[src/rtl/bulls_cows_round_ctrl_pkg.sv]
// Shared encodings for the Bulls & Cows round controller: FSM states,
// comparator result codes and the BCD digit limit.
package bulls_cows_pkg;

  typedef enum logic [2:0] {
    ST_SECRET = 3'b000,
    ST_GUESS  = 3'b001,
    ST_CHECK  = 3'b010,
    ST_WIN    = 3'b011,
    ST_LOSE   = 3'b100
  } state_t;

  localparam logic [1:0] RES_NONE = 2'b00;
  localparam logic [1:0] RES_ONE  = 2'b01;
  localparam logic [1:0] RES_BOTH = 2'b11;

  localparam logic [3:0] BCD_MAX = 4'd9;

  // Both nibbles must be decimal digits for a switch value to be accepted.
  function automatic logic isBcd(input logic [7:0] value);
    return (value[7:4] <= BCD_MAX) && (value[3:0] <= BCD_MAX);
  endfunction

endpackage

[src/rtl/bulls_cows_round_ctrl_if.sv]
// Player/comparator-facing signal bundle of the round controller.
interface bulls_cows_round_ctrl_if;

  logic [7:0] sw_i;
  logic       enter_i;
  logic       clear_i;
  logic [1:0] result_i;
  logic [7:0] secret_o;
  logic [7:0] guess_o;
  logic       cmp_valid_o;
  logic [3:0] attempts_o;
  logic [2:0] state_o;
  logic       win_o;
  logic       lose_o;

  modport master (
    output sw_i, enter_i, clear_i, result_i,
    input  secret_o, guess_o, cmp_valid_o, attempts_o, state_o, win_o, lose_o
  );

  modport slave (
    input  sw_i, enter_i, clear_i, result_i,
    output secret_o, guess_o, cmp_valid_o, attempts_o, state_o, win_o, lose_o
  );

endinterface

[src/rtl/bulls_cows_round_ctrl_btn_sync_edge.sv]
// Two-flop synchronizer plus history flop turning a raw button into a
// single-cycle press pulse.
module btn_sync_edge (
  input  logic clk,
  input  logic rst_n,
  input  logic i_btn,
  output logic o_pulse
);

  logic       r_sync1;
  logic       r_sync2;
  logic       r_hist;
  logic       r_armed;
  logic [1:0] r_warm;

  // r_armed only sets once a genuinely released level has passed the
  // synchronizer, so a button held across reset release stays silent.
  always_ff @(posedge clk or negedge rst_n) begin
    if (!rst_n) begin
      r_sync1 <= 1'b0;
      r_sync2 <= 1'b0;
      r_hist  <= 1'b0;
      r_armed <= 1'b0;
      r_warm  <= 2'b00;
    end else begin
      r_sync1 <= i_btn;
      r_sync2 <= r_sync1;
      r_hist  <= r_sync2;
      r_warm  <= {r_warm[0], 1'b1};
      if (r_warm[1] && !r_sync2) begin
        r_armed <= 1'b1;
      end
    end
  end

  assign o_pulse = r_sync2 & ~r_hist & r_armed;

endmodule

[src/rtl/bulls_cows_round_ctrl.sv]
// Round controller for a two-digit Bulls & Cows game: latches the secret and
// each guess, strobes the downstream comparator and tracks attempts/outcome.
module bulls_cows_round_ctrl
  import bulls_cows_pkg::*;
#(
  parameter int MAX_ATTEMPTS = 8
) (
  input logic                     clk,
  input logic                     rst_n,
  bulls_cows_round_ctrl_if.slave  bus
);

  localparam logic [3:0] MAX_A = 4'(MAX_ATTEMPTS);

  logic       w_enterPulse;
  logic       w_clearPulse;
  logic [3:0] w_nextAttempts;

  state_t     r_state;
  logic [7:0] r_secret;
  logic [7:0] r_guess;
  logic [3:0] r_attempts;
  logic       r_cmpValid;
  logic       r_win;
  logic       r_lose;

  btn_sync_edge u_enterSync (
    .clk     (clk),
    .rst_n   (rst_n),
    .i_btn   (bus.enter_i),
    .o_pulse (w_enterPulse)
  );

  btn_sync_edge u_clearSync (
    .clk     (clk),
    .rst_n   (rst_n),
    .i_btn   (bus.clear_i),
    .o_pulse (w_clearPulse)
  );

  assign w_nextAttempts = r_attempts + 4'd1;

  // Clear takes priority over everything; CHECK ignores enter so presses
  // arriving during the comparator cycle are dropped.
  always_ff @(posedge clk or negedge rst_n) begin
    if (!rst_n) begin
      r_state    <= ST_SECRET;
      r_secret   <= 8'h00;
      r_guess    <= 8'h00;
      r_attempts <= 4'd0;
      r_cmpValid <= 1'b0;
      r_win      <= 1'b0;
      r_lose     <= 1'b0;
    end else if (w_clearPulse) begin
      r_state    <= ST_SECRET;
      r_secret   <= 8'h00;
      r_guess    <= 8'h00;
      r_attempts <= 4'd0;
      r_cmpValid <= 1'b0;
      r_win      <= 1'b0;
      r_lose     <= 1'b0;
    end else begin
      case (r_state)
        ST_SECRET: begin
          if (w_enterPulse && isBcd(bus.sw_i)) begin
            r_secret   <= bus.sw_i;
            r_attempts <= 4'd0;
            r_state    <= ST_GUESS;
          end
        end
        ST_GUESS: begin
          if (w_enterPulse && isBcd(bus.sw_i)) begin
            r_guess    <= bus.sw_i;
            r_cmpValid <= 1'b1;
            r_state    <= ST_CHECK;
          end
        end
        ST_CHECK: begin
          r_cmpValid <= 1'b0;
          r_attempts <= w_nextAttempts;
          if (bus.result_i == RES_BOTH) begin
            r_win   <= 1'b1;
            r_state <= ST_WIN;
          end else if (w_nextAttempts == MAX_A) begin
            r_lose  <= 1'b1;
            r_state <= ST_LOSE;
          end else begin
            r_state <= ST_GUESS;
          end
        end
        ST_WIN, ST_LOSE: begin
          if (w_enterPulse) begin
            r_guess    <= 8'h00;
            r_attempts <= 4'd0;
            r_win      <= 1'b0;
            r_lose     <= 1'b0;
            r_state    <= ST_SECRET;
          end
        end
        default: begin
          r_cmpValid <= 1'b0;
          r_win      <= 1'b0;
          r_lose     <= 1'b0;
          r_state    <= ST_SECRET;
        end
      endcase
    end
  end

  assign bus.secret_o    = r_secret;
  assign bus.guess_o     = r_guess;
  assign bus.cmp_valid_o = r_cmpValid;
  assign bus.attempts_o  = r_attempts;
  assign bus.state_o     = r_state;
  assign bus.win_o       = r_win;
  assign bus.lose_o      = r_lose;

endmodule

[src/flat_wrapper.sv]
// flat-port wrapper written by rule: the top's interface ports become plain ports
module bulls_cows_round_ctrl_flat import bulls_cows_pkg::*;
#(
  parameter int MAX_ATTEMPTS = 8
)
  (clk, rst_n, bus_sw_i, bus_enter_i, bus_clear_i, bus_result_i, bus_secret_o, bus_guess_o, bus_cmp_valid_o, bus_attempts_o, bus_state_o, bus_win_o, bus_lose_o);
  bulls_cows_round_ctrl_if bus_i ();
  input logic clk;
  input logic rst_n;
  input wire logic [$bits(bus_i.sw_i)-1:0] bus_sw_i;
  input wire logic [$bits(bus_i.enter_i)-1:0] bus_enter_i;
  input wire logic [$bits(bus_i.clear_i)-1:0] bus_clear_i;
  input wire logic [$bits(bus_i.result_i)-1:0] bus_result_i;
  output wire logic [$bits(bus_i.secret_o)-1:0] bus_secret_o;
  output wire logic [$bits(bus_i.guess_o)-1:0] bus_guess_o;
  output wire logic [$bits(bus_i.cmp_valid_o)-1:0] bus_cmp_valid_o;
  output wire logic [$bits(bus_i.attempts_o)-1:0] bus_attempts_o;
  output wire logic [$bits(bus_i.state_o)-1:0] bus_state_o;
  output wire logic [$bits(bus_i.win_o)-1:0] bus_win_o;
  output wire logic [$bits(bus_i.lose_o)-1:0] bus_lose_o;
  assign bus_i.sw_i = bus_sw_i;
  assign bus_i.enter_i = bus_enter_i;
  assign bus_i.clear_i = bus_clear_i;
  assign bus_i.result_i = bus_result_i;
  assign bus_secret_o = bus_i.secret_o;
  assign bus_guess_o = bus_i.guess_o;
  assign bus_cmp_valid_o = bus_i.cmp_valid_o;
  assign bus_attempts_o = bus_i.attempts_o;
  assign bus_state_o = bus_i.state_o;
  assign bus_win_o = bus_i.win_o;
  assign bus_lose_o = bus_i.lose_o;
  bulls_cows_round_ctrl #(.MAX_ATTEMPTS(MAX_ATTEMPTS)) u_core (.clk(clk), .rst_n(rst_n), .bus(bus_i));
endmodule
[config.mk]
export PLATFORM = sky130hd
export DESIGN_NAME = bulls_cows_round_ctrl_flat
export DESIGN_NICKNAME = d
export VERILOG_FILES = /design/src/rtl/bulls_cows_round_ctrl_pkg.sv /design/src/rtl/bulls_cows_round_ctrl_if.sv /design/src/rtl/bulls_cows_round_ctrl_btn_sync_edge.sv /design/src/rtl/bulls_cows_round_ctrl.sv /design/src/flat_wrapper.sv
export SDC_FILE = /design/constraint.sdc
export NUM_CORES = 1
export LEC_CHECK = 0
export CELL_PAD_IN_SITES_DETAIL_PLACEMENT = 1
export CELL_PAD_IN_SITES_GLOBAL_PLACEMENT = 2
export CORE_AREA = 4 4 79 81
export DETAILED_ROUTE_END_ITERATION = 7
export DIE_AREA = 0 0 83 85
export HOLD_SLACK_MARGIN = 0.05
export PLACE_DENSITY_LB_ADDON = 0.1
export RECOVER_POWER = 50
export SKIP_CTS_REPAIR_TIMING = 1
export SYNTH_ARGS = -nofsm -noshare
export SYNTH_HDL_FRONTEND = slang
export SYNTH_HIERARCHICAL = 1
export SYNTH_SLANG_ARGS = --single-unit
[constraint.sdc]
create_clock -name clk -period 2.1 [get_ports clk]
set_input_delay 0.525 -clock clk [delete_from_list [all_inputs] [get_ports clk]]
set_output_delay 0.525 -clock clk [all_outputs]
set_load 0.01 [all_outputs]
==> flow_metrics.tcl, run 1 <==
set metrics [dict create \
    cpPeakStageDelay_ns 0.54 \
    grt_pass1_vias 1383 \
    synth_fa_ha_area_share_pct 1.48 \
    synth_area_um2 1690 \
    ys_warn_count 6 \
    cpMaxStageDelayCell "or4_4" \
    tightestPinTransition_ns 0.950 \
    grtUsageTotal_pct 11.4 \
    place_hpwl_mm 2.87 \
    antenna_left 0 \
    root_buffer "clkbuf_8" \
    synth_top_family_by_area "simple AND/OR/NAND/NOR gates" \
    setup-tns-final_ns 0 \
    dieArea_um2 7060 \
    stdcell_count 278 \
    switching_share_pct 26.1 \
    drc_errors 0 \
    cts_sinks 38 \
    path_class "primary input to flip-flop" \
    syn_nets 171 \
    power_density_nw_per_um2 765 \
    final-setup-viol-count 0 \
    critPathLaunchType "primary input" \
    ys.flop_type "dfrtp_1" \
    rsz0062_at_grt "no" \
    port_buffers 39 \
    outcome "finished clean" \
    relSlewSlack_pct 36.7 \
    routed_wl_mm 3.88 \
    fin_skew_ns 0.00583 \
    p_seq_share_pct 46.6 \
    synth_top_area_share_pct 56.3 \
    hold_viol_final 0 \
    multi_input_area_um2 693 \
    cp.arrival_ns 2.13 \
    cts_max_level 2 \
    syn_inst 155 \
    synth_most_common_cell "dfrtp_1" \
    critical_path.max_fanout 8 \
    max_freq_mhz 505 \
    overflow 0 \
    pin_count 40 \
    synth_mux_area_share_pct 10.1 \
    grt_pass1_wl_mm 6.59 \
    cp-end-kind "flip-flop" \
    synth_commonest_cells "dfrtp_1, nand2_1, mux2i_1, nor2_1" \
    fillers 622 \
    ys_types 35 \
    intPower_mw 1.31 \
    area_growth_pct 37.3 \
    p_sw_mw 0.463 \
    hold_class "flip-flop to flip-flop" \
    firstDrtPassIters 2 \
    synthSimpleGateAreaFrac_pct 18.4 \
    drt-initial-drc-count 37 \
    antenna_found_initial 0 \
    wl_per_cell_um 14.0 \
    drive_gt1_share_pct 12.6 \
    max-vdd-ir-drop_v 0.000368 \
    core_um2 5470 \
    rows 27 \
    avgSynthCellArea_um2 10.9 \
    seq_area_um2 951 \
    leakage_nw 1.06 \
    worstSkewPairLatency_ns 0.29 \
    synth_xor_area_share_pct 1.56 \
    clk_path_buf_depth 2 \
    slew_violations 0 \
    initial_core_util_pct 30.9 \
    die-height_um 85 \
    synth-async-reset-ratio_pct 100 \
    required_ns 2.25 \
    diodes 0 \
    period_minus_slack_ns 1.98 \
    placedCellCount 270 \
    grt_max_degree 39 \
    p_total_mw 1.77 \
    power_frac_clock_pct 34.9 \
    path_cells "clkdlybuf4s50_1 -> o21ai_1 -> nand3_2 -> or4_4 -> mux2i_1 -> nor2_1" \
    utilization_pct 42.4 \
    final.period_utilization_pct 94.3 \
    die_w_um 83 \
    via_count 1280 \
    clk_pin_slew_ns 0.07 \
    netlist_top_cells_area "dfrtp_1, mux2i_1, nand2_1" \
    p_comb_share_pct 18.5 \
    synth-seq-area-share_pct 56.3 \
    synth_compound_area_share_pct 9.11 \
    drv_cap 0 \
    yosysTopAreaCell "dfrtp_1" \
    ys_ff_latch 38 \
    whs_ns 0.350 \
    gp_congestion 0.745 \
    vias_per_cell 4.60 \
    numCtsBuffers 5 \
    cts_tree "yes" \
    synth_edf_count 0 \
    final_nets 221 \
]
[cells by family (layout without fill, tap and decap cells)]
group / count (synthesis) / count (layout)
flip-flops: 38 / 38
adder cells (fa/ha/maj): 2 / 2
XOR/XNOR: 3 / 3
AO/OA/AOI/OAI: 24 / 24
buffers and inverters: 9 / 60
multiplexers: 17 / 17
AND/OR/NAND/NOR: 60 / 60
other: 2 / 2
[state kept, by name, indices dropped and copies added, names as in the netlist, 2 cells and up]
signal	flops
u_core/bus.guess_o	8
u_core/bus.secret_o	8
u_core/bus.attempts_o	4
u_core/bus.state_o	3
u_core/u_clearSync/r_warm	2
u_core/u_enterSync/r_warm	2
[layout by cell type (no fill, tap or decap), types with 2 or more instances in the layout]
cell             instances
dfrtp_1                 38
nor3_1                   2
ha_1                     2
inv_1                    2
dlygate4sd3_1            2
clkinvlp_4               2
nand2_1                 18
buf_4                    9
a21oi_1                  5
xor2_1                   2
nor2_1                  17
nand2b_1                 8
nand4_1                  2
a21o_1                   3
clkdlybuf4s50_1         36
nand3_1                  3
mux2i_1                 17
conb_1                   2
o21ai_0                  7
clkbuf_8                 5
a31oi_1                  2
clkbuf_2                 2
a22o_1                   2
[final cells by class]
class	instances	area share, %
Sequential cell	38	41.0
Multi-Input combinational cell	108	29.9
Timing Repair Buffer	50	20.0
Tap cell	72	3.89
Clock buffer	5	2.97
Clock inverter	3	1.94
Inverter	2	0.324
[layer usage]
metal	wire length [um]	up-vias	global-route usage (%)	share of wire (%)
met5	0	-	0	0
met4	37	0	3.57	0.95
met3	169	5	3.11	4.4
met1	1770	628	13.9	46
li1	-	623	-	-
met2	1910	24	19.8	49
[through the flow]
stage | setup slack [ns] | area [um^2]
3_3_place_gp | -0.263 | 2210
5_1_grt | 0.0312 | 2320
3_5_place_dp | -0.269 | 2210
2_1_floorplan | 0.354 | 1690
4_1_cts | 0.0204 | 2320
6_report | 0.120 | 2320
[power groups by stage]
stage,logic (mW),registers [mW],clock network (mW)
floorplan,0.144,0.848,0
global placement,0.331,0.840,0
detailed placement,0.336,0.844,0
CTS,0.338,0.830,0.651
global route,0.361,0.838,0.679
finish,0.329,0.827,0.619
[worst paths after layout]
path | startpoint | to | slack (ns) | cells past startpoint
min | u_core/u_clearSync/r_sync1 | u_core/u_clearSync/r_sync2 | 0.35 | 0
max | bus_sw_i[2] | u_core/bus.secret_o[1] | 0.12 | 6
min in group asynchronous | rst_n | u_core/bus.state_o[2] | 0.46 | 2
max reg2reg | u_core/bus.state_o[0] | u_core/bus.win_o | 0.29 | 5
max in group asynchronous | rst_n | u_core/u_clearSync/r_warm[0] | 1.04 | 2
min reg2reg | u_core/u_clearSync/r_sync1 | u_core/u_clearSync/r_sync2 | 0.35 | 0
[critical path, delay by kind of cell]
family	cells	cell delay [ns]
mux	1	0.21
buf+inv	1	0.45
compound gates	1	0.22
simple gates	3	0.72
No activity file was read; power rests on OpenSTA's default activity.
==> run 2: changes to the inputs <==
--- a/config.mk
+++ b/config.mk
@@ -7,9 +7,9 @@
 export LEC_CHECK = 0
 export CELL_PAD_IN_SITES_DETAIL_PLACEMENT = 1
 export CELL_PAD_IN_SITES_GLOBAL_PLACEMENT = 2
-export CORE_AREA = 4 4 79 81
+export CORE_AREA = 2 2 77 79
 export DETAILED_ROUTE_END_ITERATION = 7
-export DIE_AREA = 0 0 83 85
+export DIE_AREA = 0 0 79 81
 export HOLD_SLACK_MARGIN = 0.05
 export PLACE_DENSITY_LB_ADDON = 0.1
 export RECOVER_POWER = 50
==> run 2 against run 1 <==
  * Utilization shrank 1.1 points
  * Via count increased by 1.4%
  * Non-clock buffer count is 4 higher
  * Total power is 1.1% lower
  * Clock skew is 0.0033 ns higher
  * Worst hold slack improved by 0.0053 ns
  * Clock power is 3.6% lower
  * Register-to-register slack worse by 0.06 ns
  * Die area down 9.3%
  * Critical path type unchanged
  * Largest power group unchanged
==> flow_metrics.tcl, run 2 (synthesis gave the netlist of run 1 again) <==
set metrics [dict create \
    via_count 1298 \
    final-setup-viol-count 0 \
    grt_max_degree 39 \
    die-height_um 81 \
    grtUsageTotal_pct 14.0 \
    max_freq_mhz 498 \
    final_nets 225 \
    grtUsageMet3_pct 4.00 \
    cp.arrival_ns 2.17 \
    global_route.usage.met1_pct 19.3 \
    dieArea_um2 6400 \
    clk_pin_slew_ns 0.07 \
    hold_viol_final 0 \
    overflow 0 \
    relSlewSlack_pct 37.4 \
    antenna_found_initial 0 \
    worstSkewPairLatency_ns 0.29 \
    antenna_left 0 \
    period_minus_slack_ns 2.01 \
    initial_core_util_pct 29.8 \
    hold_class "flip-flop to flip-flop" \
    busiest_layer "met2" \
    drive_gt1_share_pct 13.8 \
    outcome "finished clean" \
    rsz0062_at_grt "no" \
    rrSetupSlack_ns 0.23 \
    die_w_um 79 \
    setup-tns-final_ns 0 \
    drc_errors 0 \
    path_class "primary input to flip-flop" \
    fin_skew_ns 0.00911 \
    pin_count 40 \
    vias_per_cell 4.55 \
    drt-initial-drc-count 40 \
    place_hpwl_mm 3.01 \
    tightestPinTransition_ns 0.939 \
    cts_sinks 38 \
    diodes 0 \
    gp_congestion 0.721 \
    slew_violations 0 \
    final.period_utilization_pct 95.7 \
    max-vdd-ir-drop_v 0.000343 \
    firstDrtPassIters 4 \
    root_buffer "clkbuf_8" \
    cts_max_level 2 \
    final_cell_mix "dfrtp_1, clkdlybuf4s50_1, nand2_1, mux2i_1, nor2_1" \
    clk_path_buf_depth 2 \
    cts_tree "yes" \
    whs_ns 0.355 \
    leakage_nw 1.09 \
    area_growth_pct 38.8 \
    required_ns 2.26 \
    grt_pass1_wl_mm 6.82 \
    numCtsBuffers 5 \
    wl_per_cell_um 14.2 \
    critical_path.max_fanout 8 \
    grt_pass1_vias 1362 \
    grt_use_met2_pct 21.1 \
    rows 28 \
    drv_cap 0 \
    cp-end-kind "flip-flop" \
    final_common_cell "dfrtp_1" \
    port_buffers 39 \
    core_um2 5680 \
    power_density_nw_per_um2 748 \
    routed_wl_mm 4.05 \
    critPathLaunchType "primary input" \
]
==> run 2: cell types whose count changed in the layout (fill, tap and decap cells not counted) <==
cell	previous run	this run
o21ai_0	7	8
and2_1	0	1
o21ai_1	1	0
clkinvlp_4	2	0
a211oi_1	1	2
clkinv_2	0	2
and2_0	1	0
buf_4	9	14
clkbuf_2	2	1
a211oi_2	1	0
==> run 2: cell type report <==
class                           count  area, um^2
Fill cell                         654        3330
Clock buffer                        5        68.8
Tap cell                           75        93.8
Multi-Input combinational cell    108         688
Sequential cell                    38         951
Timing Repair Buffer               54         495
Clock inverter                      3        40.0
Inverter                            2        7.51
==> run 2: worst max-delay path, stage by stage <==
cell,delay [ns]
clkdlybuf4s50_1,0.42
o21ai_0,0.28
nand3_2,0.14
or4_4,0.54
mux2i_1,0.20
nor2_1,0.06
==> run 2: where the power goes <==
part	switching, mW	internal [mW]	total, mW
clock	0.248	0.349	0.597
combinational	0.149	0.174	0.323
sequential	0.0504	0.783	0.833
==> run 2: through the flow <==
stage	cells	setup WS, ns	util [%]	power, mW	instance area (um^2)
floorplan	155	0.354	-	0.991	1690
global placement	277	-0.153	39.5	1.17	2240
detailed placement	277	-0.213	39.5	1.18	2240
CTS	285	0.0856	41.4	1.80	2350
global route	285	0.00232	41.3	1.87	2340
finish	285	0.0912	41.3	1.75	2340
==> run 2: metal layers <==
metal	wire [um]	up-vias
li1	-	634
met1	2000	633
met2	1830	25
met3	157	6
met4	55	0
met5	0	-
==> run 2: worst paths after layout <==
path                                                 to                         start  cells past startpoint
setup / recovery                 u_core/bus.secret_o[4]                   bus_sw_i[2]                      6
hold / removal             u_core/u_enterSync/r_warm[1]  u_core/u_enterSync/r_warm[0]                      0
setup reg to reg                       u_core/bus.win_o         u_core/bus.state_o[0]                      5
hold reg to reg            u_core/u_enterSync/r_warm[1]  u_core/u_enterSync/r_warm[0]                      0
max in group asynchronous  u_core/u_enterSync/r_warm[0]                         rst_n                      2
min in group asynchronous        u_core/bus.secret_o[1]                         rst_n                      2
==> run 3: changes to the inputs <==
--- a/config.mk
+++ b/config.mk
@@ -8,6 +8,7 @@
 export CELL_PAD_IN_SITES_DETAIL_PLACEMENT = 1
 export CELL_PAD_IN_SITES_GLOBAL_PLACEMENT = 2
 export CORE_AREA = 2 2 77 79
+export CTS_CLUSTER_DIAMETER = 200
 export DETAILED_ROUTE_END_ITERATION = 7
 export DIE_AREA = 0 0 79 81
 export HOLD_SLACK_MARGIN = 0.05
==> results of run 3 <==
No change in the layout: final DEF, timing and power equal those of run 2.
